===== src/rtl/button_debounce_pkg.sv =====
// Shared constants and channel output payload for the push-button debouncer.
package button_pkg;

    localparam int unsigned CNT_W           = 8;
    localparam int unsigned N_CH_MIN        = 1;
    localparam int unsigned STABLE_MIN      = 1;
    localparam int unsigned STABLE_MAX      = 255;
    localparam int unsigned HOLD_MAX        = 255;
    localparam int unsigned ACTIVE_LOW_MAX  = 1;
    localparam int unsigned GAME_STABLE_CNT = 10;
    localparam int unsigned GAME_HOLD_CNT   = 20;

    typedef logic [CNT_W-1:0] cnt_t;

    typedef struct packed {
        logic level;
        logic press;
        logic rel;
        logic long_press;
    } ch_out_t;

endpackage


===== src/rtl/button_debounce_channel.sv =====
// One debounce channel: 2-flop synchroniser, stability counter, debounced level,
// hold counter and registered press/release/long-press pulses.
module debounce_channel
    import button_pkg::*;
#(
    parameter int unsigned STABLE_CNT = GAME_STABLE_CNT,
    parameter int unsigned HOLD_CNT   = GAME_HOLD_CNT
) (
    input  logic    clk,
    input  logic    clr,
    input  logic    tick,
    input  logic    pin,
    output ch_out_t ch_o
);

    localparam cnt_t STABLE_LAST = cnt_t'(STABLE_CNT - 1);
    localparam cnt_t HOLD_LIM    = cnt_t'(HOLD_CNT);
    localparam logic HOLD_EN     = (HOLD_CNT != 0);

    logic sync1_q, sync1_d;
    logic sync2_q, sync2_d;
    cnt_t cnt_q, cnt_d;
    logic level_q, level_d;
    logic press_q, press_d;
    logic rel_q, rel_d;
    cnt_t hcnt_q, hcnt_d;
    logic lp_done_q, lp_done_d;
    logic long_q, long_d;

    always_comb begin
        sync1_d   = pin;
        sync2_d   = sync1_q;
        cnt_d     = cnt_q;
        level_d   = level_q;
        press_d   = 1'b0;
        rel_d     = 1'b0;
        hcnt_d    = hcnt_q;
        lp_done_d = lp_done_q;
        long_d    = 1'b0;

        // Level only flips after STABLE_CNT consecutive differing ticks
        if (tick) begin
            if (sync2_q == level_q) begin
                cnt_d = '0;
            end else if (cnt_q == STABLE_LAST) begin
                cnt_d   = '0;
                level_d = ~level_q;
                press_d = ~level_q;
                rel_d   = level_q;
            end else begin
                cnt_d = cnt_q + cnt_t'(1);
            end
        end

        // lp_done keeps the saturated hold counter from re-firing long_press
        if (!level_q) begin
            hcnt_d    = '0;
            lp_done_d = 1'b0;
        end else begin
            if (tick && (hcnt_q < HOLD_LIM)) begin
                hcnt_d = hcnt_q + cnt_t'(1);
            end
            if (HOLD_EN && (hcnt_q == HOLD_LIM) && !lp_done_q && !rel_d) begin
                long_d    = 1'b1;
                lp_done_d = 1'b1;
            end
        end
    end

    always_ff @(posedge clk or negedge clr) begin
        if (!clr) begin
            sync1_q   <= 1'b0;
            sync2_q   <= 1'b0;
            cnt_q     <= '0;
            level_q   <= 1'b0;
            press_q   <= 1'b0;
            rel_q     <= 1'b0;
            hcnt_q    <= '0;
            lp_done_q <= 1'b0;
            long_q    <= 1'b0;
        end else begin
            sync1_q   <= sync1_d;
            sync2_q   <= sync2_d;
            cnt_q     <= cnt_d;
            level_q   <= level_d;
            press_q   <= press_d;
            rel_q     <= rel_d;
            hcnt_q    <= hcnt_d;
            lp_done_q <= lp_done_d;
            long_q    <= long_d;
        end
    end

    assign ch_o = '{level: level_q, press: press_q, rel: rel_q, long_press: long_q};

endmodule


===== src/rtl/button_debounce.sv =====
// N-channel push-button debouncer: polarity correction in front of independent
// per-channel debouncers producing clean level and one-cycle event pulses.
module button_debounce
    import button_pkg::*;
#(
    parameter int unsigned N_CH       = 2,
    parameter int unsigned STABLE_CNT = GAME_STABLE_CNT,
    parameter int unsigned HOLD_CNT   = GAME_HOLD_CNT,
    parameter int unsigned ACTIVE_LOW = 0
) (
    input  logic            clk,
    input  logic            clr,
    input  logic            tick,
    input  logic [N_CH-1:0] button,
    output logic [N_CH-1:0] button_d,
    output logic [N_CH-1:0] press,
    output logic [N_CH-1:0] release_pulse,
    output logic [N_CH-1:0] long_press
);

    if ((N_CH < N_CH_MIN) || (STABLE_CNT < STABLE_MIN) || (STABLE_CNT > STABLE_MAX) ||
        (HOLD_CNT > HOLD_MAX) || (ACTIVE_LOW > ACTIVE_LOW_MAX)) begin : g_bad_param
        $error("button_debounce: parameter out of range");
    end

    localparam logic POL = 1'(ACTIVE_LOW);

    logic [N_CH-1:0] pin_c;
    ch_out_t         ch_out [N_CH];

    // Inverted before the synchroniser so reset state is "not pressed" either way
    assign pin_c = button ^ {N_CH{POL}};

    for (genvar g = 0; g < N_CH; g++) begin : g_ch
        debounce_channel #(
            .STABLE_CNT (STABLE_CNT),
            .HOLD_CNT   (HOLD_CNT)
        ) u_ch (
            .clk  (clk),
            .clr  (clr),
            .tick (tick),
            .pin  (pin_c[g]),
            .ch_o (ch_out[g])
        );

        assign button_d[g]      = ch_out[g].level;
        assign press[g]         = ch_out[g].press;
        assign release_pulse[g] = ch_out[g].rel;
        assign long_press[g]    = ch_out[g].long_press;
    end

endmodule


===== config.mk =====
export PLATFORM = sky130hd
export DESIGN_NAME = button_debounce
export DESIGN_NICKNAME = d
export VERILOG_FILES = /design/src/rtl/button_debounce_pkg.sv /design/src/rtl/button_debounce_channel.sv /design/src/rtl/button_debounce.sv
export SDC_FILE = /design/constraint.sdc
export NUM_CORES = 1
export LEC_CHECK = 0
export CORE_ASPECT_RATIO = 2
export CORE_MARGIN = 2
export CORE_UTILIZATION = 40
export DETAILED_ROUTE_END_ITERATION = 8
export PLACE_DENSITY = 0.53
export SLEW_MARGIN = 15
export SYNTH_ARGS = -nofsm -noshare
export SYNTH_HDL_FRONTEND = slang
export SYNTH_HIERARCHICAL = 1
export SYNTH_SLANG_ARGS = --single-unit

===== constraint.sdc =====
create_clock -name clk -period 2.6 [get_ports clk]
set_clock_uncertainty 0.15 [all_clocks]
set_input_delay 0.52 -clock clk [delete_from_list [all_inputs] [get_ports clk]]
set_output_delay 0.52 -clock clk [all_outputs]
set_load 0.005 [all_outputs]

==> results_dict.tcl, run 1 <==
set metrics [dict create \
    ff2ff_setup_slack_ns 0.71 \
    finalWorstSetupSlack_ns 0.392 \
    r2r-end "g_ch[1].u_ch/cnt_q[3]" \
    fin_setup_tns_ns 0 \
    relSlewSlack 0.614 \
    fin_crit_ns 2.21 \
    powerDensity_mw_per_mm2 665 \
    startpoint_type "flip-flop" \
    port-buffer-count 12 \
    fin_area_mm2 0.00244 \
    drt-total-wl_mm 4.09 \
    fp.dieW_um 56.9 \
    postSynthCellCount 198 \
    rsz0062_at_grt "false" \
    placedCellCount 260 \
    antenna-diode-count 0 \
    ff2ff_path_depth 4 \
    synth_area_per_cell_um2 11.3 \
    path_delay_family "flip-flops" \
    grt_pass1_vias 1568 \
    cts-root-buf "clkbuf_8" \
    vias 1484 \
    synthDistinctLibCells 34 \
    die-area_mm2 0.00625 \
    vias_per_cell 5.56 \
    multi_input_area_um2 981 \
    syn_nets 211 \
    drt_pass1_iterations 5 \
    p_leak_nw 1.02 \
    grt_first_pass_wirelength_mm 7.14 \
    cts_resized 0 \
    hpwl_mm 2.87 \
    crit_path_max_incr_delay_ns 0.66 \
    postCtsSetupRepairBufs 0 \
    ys_ff_latch 46 \
    final_cell_mix "dfrtp_1, nand2_1, clkdlybuf4s50_1" \
    cp.arrival_ns 1.54 \
    grt_max_degree 47 \
    peakVddDrop_mv 0.468 \
    stdcell_count 267 \
    r2r_start "g_ch[1].u_ch/level_q" \
    finalMaxSlewViolations 0 \
    setup_viol 0 \
    clk_pin_slew_ns 0.08 \
    cp.required_ns 1.93 \
    fill_cells 523 \
    htree_levels 2 \
    ys_warn_count 6 \
    status "complete, no violations" \
    cts_tree "built" \
    cts-buffers-inserted 5 \
    pre_cts_ws_ns 0.207 \
    wl_per_cell_um 15.3 \
    placed_area_mm2 0.00237 \
    pin_count 13 \
    cp_num_buf_inv 1 \
    worstSetupPathType "flip-flop to output pin" \
    drc_errors 0 \
    die_y_um 110 \
    timing_hold_violations_final 0 \
    final_common_cell "dfrtp_1" \
    grt_overflow 0 \
    final_core_util 0.451 \
    clock_sinks 46 \
    final-seq-area_mm2 0.00115 \
    crit_path_cell_trace "clkdlybuf4s50_1" \
    area_growth_syn_to_layout_pct 9.11 \
    worst_pin_slew_ns 0.580 \
    hold_path_class "input port to async pin" \
    final.period_utilization 0.849 \
    clock_path_buffers 2 \
    yosysSeqAreaShare 0.514 \
    rows 38 \
    first_iter_violations 40 \
    start_util 0.413 \
    grt_usage 0.147 \
    final_nets 220 \
    final_layout_size_suffix_gt1_frac 0.116 \
    max_clock_freq_mhz 453 \
    ctsHoldBuffers 0 \
    end_kind "output pin" \
    syn_area_mm2 0.00224 \
    endpoint "button_d[1]" \
    crit_path_start "g_ch[1].u_ch/level_q" \
    slowest_stage "dfrtp_1" \
    grt_antenna_before_repair 0 \
    cp.depth 1 \
    core_mm2 0.00542 \
    place_congestion 0.730 \
    drtAntennaViolNets 0 \
    crit_fanout 17 \
    insertion_delay_ns 0.29 \
    cap_viol_max_count 0 \
]
## logic make-up (layout without fill, tap and decap cells)
group / after synthesis / count (layout) / share of synthesized area
flip-flops: 46 / 46 / 0.514
AND/OR/NAND/NOR: 70 / 70 / 0.209
buffers and inverters: 20 / 29 / 0.0480
multiplexers: 6 / 6 / 0.0279
adder cells (fa/ha/maj): 8 / 8 / 0.0447
AO/OA/AOI/OAI: 38 / 38 / 0.117
XOR/XNOR: 10 / 10 / 0.0391
## sequential cells by signal, indices dropped and copies added, names as in the netlist
signal               count
g_ch.u_ch/level_q        2
g_ch.u_ch/hcnt_q        16
g_ch.u_ch/rel_q          2
g_ch.u_ch/press_q        2
g_ch.u_ch/lp_done_q      2
g_ch.u_ch/long_q         2
g_ch.u_ch/cnt_q         16
g_ch.u_ch/sync2_q        2
g_ch.u_ch/sync1_q        2
## final cells by class
class | instances | share of cell area
Inverter | 8 | 0.0123
Sequential cell | 46 | 0.471
Clock buffer | 7 | 0.0312
Timing Repair Buffer | 14 | 0.0533
Tap cell | 60 | 0.0307
Multi-Input combinational cell | 132 | 0.401
## metal layers
layer / share of wire / global-route usage / vias up
met3: 0.032 / 0.0294 / 12
li1: - / - / 709
met4: 0.026 / 0.0764 / 0
met2: 0.52 / 0.259 / 41
met1: 0.42 / 0.164 / 722
met5: 0 / 0 / -
## report_power, final
group / internal, mW / switching [mW]
clock network: 0.185 / 0.215
registers: 0.781 / 0.119
logic: 0.159 / 0.165
total: 1.13 / 0.499
## per-stage QoR
step	hold slack (ns)	power (mW)
floorplan	0.0744	1.14
global placement	0.187	1.22
detailed placement	0.185	1.24
CTS	0.190	1.64
global route	0.212	1.72
finish	0.161	1.62
## Yosys cell counts (all sizes together)
master | count | area share
or4b | 2 | 0.0089
a22o | 2 | 0.0078
xnor2 | 10 | 0.039
a31oi | 8 | 0.022
a21oi | 6 | 0.013
a41oi | 2 | 0.0078
inv | 8 | 0.013
nand2 | 14 | 0.023
o21ai | 12 | 0.027
nand2b | 2 | 0.0056
buf | 8 | 0.027
nor4b | 2 | 0.021
nor3b | 6 | 0.029
nor4bb | 2 | 0.0089
o22ai | 2 | 0.0056
o2bb2ai | 2 | 0.0078
nor3 | 4 | 0.013
a211o | 2 | 0.0078
nand4 | 4 | 0.011
clkbuf | 4 | 0.0078
nand3 | 14 | 0.040
mux2 | 2 | 0.010
dfrtp | 46 | 0.51
nor2 | 8 | 0.013
nor2b | 2 | 0.0056
and2 | 10 | 0.028
mux2i | 4 | 0.018
a211oi | 2 | 0.018
ha | 8 | 0.045
## how the worst min path moves through the flow
stage | startpoint | to | depth (start not counted)
after floorplan | clr | g_ch[0].u_ch/cnt_q[0] | 0
after global placement | g_ch[1].u_ch/sync1_q | g_ch[1].u_ch/sync2_q | 0
after detailed placement | g_ch[0].u_ch/sync1_q | g_ch[0].u_ch/sync2_q | 0
after CTS | clr | g_ch[1].u_ch/cnt_q[3] | 2
after global routing | clr | g_ch[1].u_ch/cnt_q[3] | 2
final | clr | g_ch[1].u_ch/cnt_q[3] | 2
Power figures use the tool's default switching activity.
==> inputs of run 2 (changes only) <==
- PLACE_DENSITY: 0.53 -> 0.55
- clock period: 2.6 -> 1.9 ns (I/O delays scaled with it)
==> run 2 against run 1 <==
Against the previous run:
- first-iteration DRC count grew 23%
- clock power grew 51%
- register-to-register slack lost 0.60 ns
- critical path depth grew 5
- core utilization grew 3.2 points
- sequential power grew 31%
- sequential share of layout area shrank 3.1 points
- sequential cell count is the same
- critical endpoint is now g_ch[1].u_ch/lp_done_q
- largest power group unchanged
==> results_dict.tcl, run 2 (synthesized netlist as in run 1, its figures left out) <==
set metrics [dict create \
    status "complete, no violations" \
    pre_cts_ws_ns -0.134 \
    core_mm2 0.00542 \
    drc_errors 0 \
    r2r-end "g_ch[1].u_ch/lp_done_q" \
    port-buffer-count 12 \
    antenna-diode-count 0 \
    finalMaxSlewViolations 0 \
    cp_num_buf_inv 1 \
    clock_sinks 46 \
    htree_levels 2 \
    wl_met1_mm 1.68 \
    max_clock_freq_mhz 558 \
    crit_path_max_incr_delay_ns 0.43 \
    cts_tree "built" \
    clock_path_buffers 2 \
    vias 1564 \
    area_growth_syn_to_layout_pct 16.8 \
    timing_hold_violations_final 0 \
    clk_pin_slew_ns 0.08 \
    hpwl_mm 2.96 \
    grt_usage 0.150 \
    cap_viol_max_count 0 \
    wl_met2_mm 2.25 \
    grt_pass1_vias 1598 \
    crit_path_start "g_ch[1].u_ch/cnt_q[1]" \
    crit_path_cell_trace "inv_2, ha_2, nor4b_4, nand3_2, nor3b_4, o21ai_1" \
    rows 38 \
    final_nets 237 \
    first_iter_violations 49 \
    drtAntennaViolNets 0 \
    relSlewSlack 0.696 \
    hold_path_class "flip-flop to flip-flop" \
    start_util 0.413 \
    crit_fanout 4 \
    final_common_cell "dfrtp_1" \
    pin_count 13 \
    path_delay_family "simple AND/OR/NAND/NOR gates" \
    grt_max_degree 30 \
    die_y_um 110 \
    wl_met3_um 157 \
    finalPower_mw 2.37 \
    setup_viol 0 \
    drt-total-wl_mm 4.19 \
    wl_per_cell_um 14.7 \
    p_leak_nw 1.14 \
    cp.required_ns 1.93 \
    cts-root-buf "clkbuf_8" \
    fp.dieW_um 56.9 \
    final_cell_mix "dfrtp_1, buf_4, nand2_1" \
    r2r_start "g_ch[1].u_ch/cnt_q[1]" \
    rsz0062_at_grt "false" \
    drt_pass1_iterations 4 \
    final_core_util 0.483 \
    cp.depth 6 \
    fin_crit_ns 1.79 \
    cp.arrival_ns 1.82 \
    worstSetupPathType "flip-flop to flip-flop" \
    fill_cells 523 \
    ff2ff_setup_slack_ns 0.11 \
    grt_antenna_before_repair 0 \
    finalWorstSetupSlack_ns 0.107 \
    die-area_mm2 0.00625 \
    reg_top3 "g_ch.u_ch/cnt_q: 16 flops, g_ch.u_ch/hcnt_q: 16 flops" \
    vias_per_cell 5.49 \
    final_layout_size_suffix_gt1_frac 0.196 \
    place_congestion 0.848 \
    peakVddDrop_mv 0.672 \
    cts-buffers-inserted 5 \
    powerDensity_mw_per_mm2 906 \
    top_layer_used "met4" \
    startpoint_type "flip-flop" \
    endpoint "g_ch[1].u_ch/lp_done_q" \
    insertion_delay_ns 0.30 \
    ff2ff_path_depth 6 \
    grt_first_pass_wirelength_mm 7.31 \
    end_kind "flip-flop" \
    final.period_utilization 0.944 \
    grt_overflow 0 \
    slowest_stage "dfrtp_1" \
    worst_pin_slew_ns 0.455 \
]
[run 2: cell count changes in the layout (fill, tap and decap cells not counted)]
cell / before / now
clkbuf_8: 5 / 6
nor3b_4: 0 / 2
buf_4: 2 / 17
inv_1: 8 / 7
ha_1: 8 / 7
dlygate4sd3_1: 0 / 1
clkinv_2: 0 / 1
nor3b_2: 4 / 2
ha_2: 0 / 1
buf_12: 0 / 1
inv_2: 0 / 1
clkbuf_1: 2 / 1
[run 2: through the flow]
stage	cells	setup TNS [ns]	area (um2)	hold slack [ns]
4_1_cts	281	0	2570	0.211
2_1_floorplan	198	0	2240	-0.0656
3_5_place_dp	272	-0.757	2470	0.192
3_3_place_gp	272	-0.278	2470	0.193
5_1_grt	285	0	2620	0.216
6_report	285	0	2620	0.207
[run 2: layout make-up]
| type | count | area [um2] | share of cell area |
|---|---|---|---|
| timing repair buffer | 31 | 273 | 0.104 |
| clock inverter | 1 | 5.00 | 0.00191 |
| sequential | 46 | 1150 | 0.440 |
| inverter | 8 | 30.0 | 0.0115 |
| multi-input combinational | 132 | 996 | 0.381 |
| clock buffer | 7 | 86.3 | 0.0330 |
| tap | 60 | 75.1 | 0.0287 |
[run 2: worst reg2reg max path: cells and delay by family, from the launching register on]
kind | cells | cell delay (ns)
AND/OR/NAND/NOR | 3 | 0.74
flip-flops | 1 | 0.43
adder cells (fa/ha/maj) | 1 | 0.18
AO/OA/AOI/OAI | 1 | 0.10
buffers and inverters | 1 | 0.08
[run 2: power breakdown]
| part | switching [mW] | internal, mW | total, mW | leakage [nW] |
|---|---|---|---|---|
| clock network | 0.311 | 0.294 | 0.604 | 0.0482 |
| logic | 0.294 | 0.291 | 0.585 | 0.466 |
| registers | 0.113 | 1.07 | 1.18 | 0.626 |
[run 2: how the worst min path moves through the flow]
stage                    startpoint                    end  slack (ns)  cells after the start
2_1_floorplan                   clr  g_ch[0].u_ch/cnt_q[0]       -0.07                      0
3_3_place_gp   g_ch[0].u_ch/sync1_q   g_ch[0].u_ch/sync2_q        0.19                      0
3_5_place_dp   g_ch[1].u_ch/sync1_q   g_ch[1].u_ch/sync2_q        0.19                      0
4_1_cts        g_ch[1].u_ch/sync1_q   g_ch[1].u_ch/sync2_q        0.21                      0
5_1_grt        g_ch[0].u_ch/sync1_q   g_ch[0].u_ch/sync2_q        0.22                      0
6_report       g_ch[0].u_ch/sync1_q   g_ch[0].u_ch/sync2_q        0.21                      0
[run 2: layer usage]
metal,vias up,track usage
met4,0,0.0748
met1,766,0.167
met3,11,0.0271
met2,38,0.269
met5,-,0
li1,749,-
[run 2: repair_timing]
item / in CTS / in global routing
setup buffers: 0 / 4
hold buffers: 1 / 0
gates resized for setup: 0 / 4
hold endpoints to repair: 17 / 0
setup endpoints to repair: 0 / 7
==> inputs of run 3 (changes only) <==
- PLACE_DENSITY: 0.55 -> 0.56
- SYNTH_HIERARCHICAL: 1 -> not set
==> run 3 against run 2 <==
Against the previous run:
- wire length fell by 0.31%
- setup slack worse by 0.055 ns
- core utilization is 2.5 points higher
==> results_dict.tcl, run 3 <==
set metrics [dict create \
    cts-buffers-inserted 5 \
    placed_area_mm2 0.00245 \
    finalMaxSlewViolations 0 \
    pre_cts_ws_ns -0.113 \
    yosysMostFrequentCell "dfrtp_1" \
    die-area_mm2 0.00599 \
    start_util 0.416 \
    drtAntennaViolNets 0 \
    place_congestion 0.760 \
    finalWorstSetupSlack_ns 0.0517 \
    worstSetupPathType "flip-flop to flip-flop" \
    rows 37 \
    cp.arrival_ns 1.90 \
    hold_path_class "flip-flop to flip-flop" \
    die_y_um 107 \
    area_growth_syn_to_layout_pct 22.0 \
    grt_pass1_vias 1554 \
    relSlewSlack 0.725 \
    powerDensity_mw_per_mm2 769 \
    wl_per_cell_um 14.7 \
    htree_levels 2 \
    peakVddDrop_mv 0.660 \
    p_leak_nw 1.20 \
    clock_path_buffers 2 \
    setup_viol 0 \
    netlist.area_leader.share 0.538 \
    placedCellCount 271 \
    ys.flop_type "dfrtp_1" \
    final_cell_mix "dfrtp_1, buf_4, nand3_1, clkdlybuf4s50_1, and2_1" \
    final_layout_size_suffix_gt1_frac 0.200 \
    ff2ff_path_depth 6 \
    final.period_utilization 0.973 \
    crit_path_max_incr_delay_ns 0.40 \
    cp.required_ns 1.95 \
    insertion_delay_ns 0.29 \
    min_from "g_ch[0].u_ch.sync1_q" \
    worst_pin_slew_ns 0.409 \
    grt_overflow 0 \
    cap_viol_max_count 0 \
    ys_ff_latch 46 \
    grt_first_pass_wirelength_mm 6.99 \
    stdcell_count 283 \
    drt_pass1_iterations 4 \
    crit_path_cell_trace "inv_1, ha_1, and4bb_2, a211o_1, or4_1, o221ai_1" \
    ys_warn_count 0 \
    r2r_start "g_ch[0].u_ch.cnt_q[1]" \
    ff2ff_setup_slack_ns 0.05 \
    synthDistinctLibCells 40 \
    drt-total-wl_mm 4.17 \
    core_mm2 0.00514 \
    cts-root-buf "clkbuf_8" \
    fill_cells 466 \
    yosysSeqAreaShare 0.538 \
    r2r-end "g_ch[0].u_ch.cnt_q[7]" \
    whs_path_depth 0 \
    fin_area_mm2 0.00261 \
    final_common_cell "dfrtp_1" \
    pin_count 13 \
    hold_path_end "g_ch[0].u_ch.sync2_q" \
    postSynthCellCount 190 \
    grt_usage 0.148 \
    slowest_stage "or4_1" \
    clk_pin_slew_ns 0.08 \
    hpwl_mm 3.04 \
    syn_nets 203 \
    syn_area_mm2 0.00214 \
    final_nets 237 \
    fp.dieW_um 55.7 \
    fin_crit_ns 1.85 \
    rsz0062_at_grt "true" \
    grt_max_degree 47 \
    first_iter_violations 43 \
    synth_area_leader_cell "dfrtp_1" \
    status "complete, no violations" \
    synthTopCellsByArea "dfrtp_1, ha_1, xnor2_1" \
    cts_tree "built" \
    vias 1530 \
    end_kind "flip-flop" \
    timing_hold_violations_final 0 \
    startpoint_type "flip-flop" \
    synth_area_per_cell_um2 11.3 \
    crit_fanout 3 \
    max_clock_freq_mhz 541 \
    clock_sinks 46 \
    synth-edff-count 0 \
    reg_top3 "g_ch.u_ch.cnt_q: 16 flops, g_ch.u_ch.hcnt_q: 16 flops" \
    vias_per_cell 5.41 \
    synth_common_cells "dfrtp_1, nand3_1, and2_1, xnor2_1" \
    async_flop_share 1.00 \
    drc_errors 0 \
    port-buffer-count 12 \
    grt_antenna_before_repair 0 \
    antenna-diode-count 0 \
]
-- run 3: cell types whose count changed after synthesis, sizes merged, moves of 3 or more --
cell | before | now
nand2 | 14 | 8
o21ai | 12 | 7
and3 | 0 | 4
a21oi | 6 | 3
nand3 | 14 | 11
nor2 | 8 | 5
-- run 3: layout make-up --
class	count	area [um2]	area share
clock inverter	3	40.0	0.0153
clock buffer	5	68.8	0.0264
sequential	46	1150	0.441
multi-input combinational	124	902	0.346
inverter	8	30.0	0.0115
timing repair buffer	39	345	0.132
tap	58	72.6	0.0278
-- run 3: critical path, delay by kind of cell (launching register included) --
kind,cells,cell delay [ns]
fa+ha+maj,1,0.18
compound gates,2,0.35
buf+inv,1,0.06
simple gates,2,0.64
flops,1,0.37
-- run 3: worst max path at each step --
stage / start / cells past startpoint / slack (ns) / end
after floorplan: g_ch[0].u_ch.cnt_q[0] / 5 / 0.06 / g_ch[0].u_ch.cnt_q[7]
after global placement: tick / 5 / -0.07 / g_ch[0].u_ch.lp_done_q
after detailed placement: tick / 5 / -0.11 / g_ch[0].u_ch.lp_done_q
after CTS: g_ch[0].u_ch.cnt_q[1] / 6 / 0.01 / g_ch[0].u_ch.cnt_q[7]
after global routing: g_ch[0].u_ch.cnt_q[1] / 6 / -0.02 / g_ch[0].u_ch.cnt_q[7]
final: g_ch[0].u_ch.cnt_q[1] / 6 / 0.05 / g_ch[0].u_ch.cnt_q[7]
-- run 3: kinds of logic (layout without fill, tap and decap cells) --
| group | Yosys count | count (layout) | share of synthesized area |
|---|---|---|---|
| AOI/OAI and AO/OA | 35 | 35 | 0.115 |
| and+or+nand+nor | 66 | 66 | 0.185 |
| adders and majority gates | 8 | 8 | 0.0468 |
| xor gates and xnor gates | 9 | 9 | 0.0368 |
| buffers and inverters | 20 | 55 | 0.0497 |
| DFF | 46 | 46 | 0.538 |
| muxes | 6 | 6 | 0.0292 |
-- run 3: layer usage --
metal,vias to the layer above,routed length (um),track usage
met5,-,0,0
met4,0,78,0.0610
met3,8,122,0.0325
met2,28,2310,0.269
met1,750,1660,0.164
li1,744,-,-
-- run 3: report_power, final --
group / internal (mW) / switching [mW] / total, mW
clock network: 0.387 / 0.315 / 0.702
logic: 0.124 / 0.123 / 0.247
registers: 1.01 / 0.0429 / 1.06
total: 1.53 / 0.481 / 2.01
-- run 3: through the flow --
| step | TNS, ns | util | total power [mW] | hold WS (ns) |
|---|---|---|---|---|
| floorplan | 0 | - | 1.18 | -0.0656 |
| global placement | -0.175 | 0.477 | 1.30 | 0.190 |
| detailed placement | -0.338 | 0.477 | 1.31 | 0.189 |
| CTS | 0 | 0.500 | 2.03 | 0.214 |
| global route | -0.0345 | 0.508 | 2.11 | 0.219 |
| finish | 0 | 0.508 | 2.01 | 0.209 |
-- run 3: repair_timing --
item / CTS / global route
hold endpoints to repair: 46 / 0
hold buffers: 1 / 0
setup buffers: 0 / 3
endpoints found under the setup margin: 0 / 8
resized for setup: 0 / 6
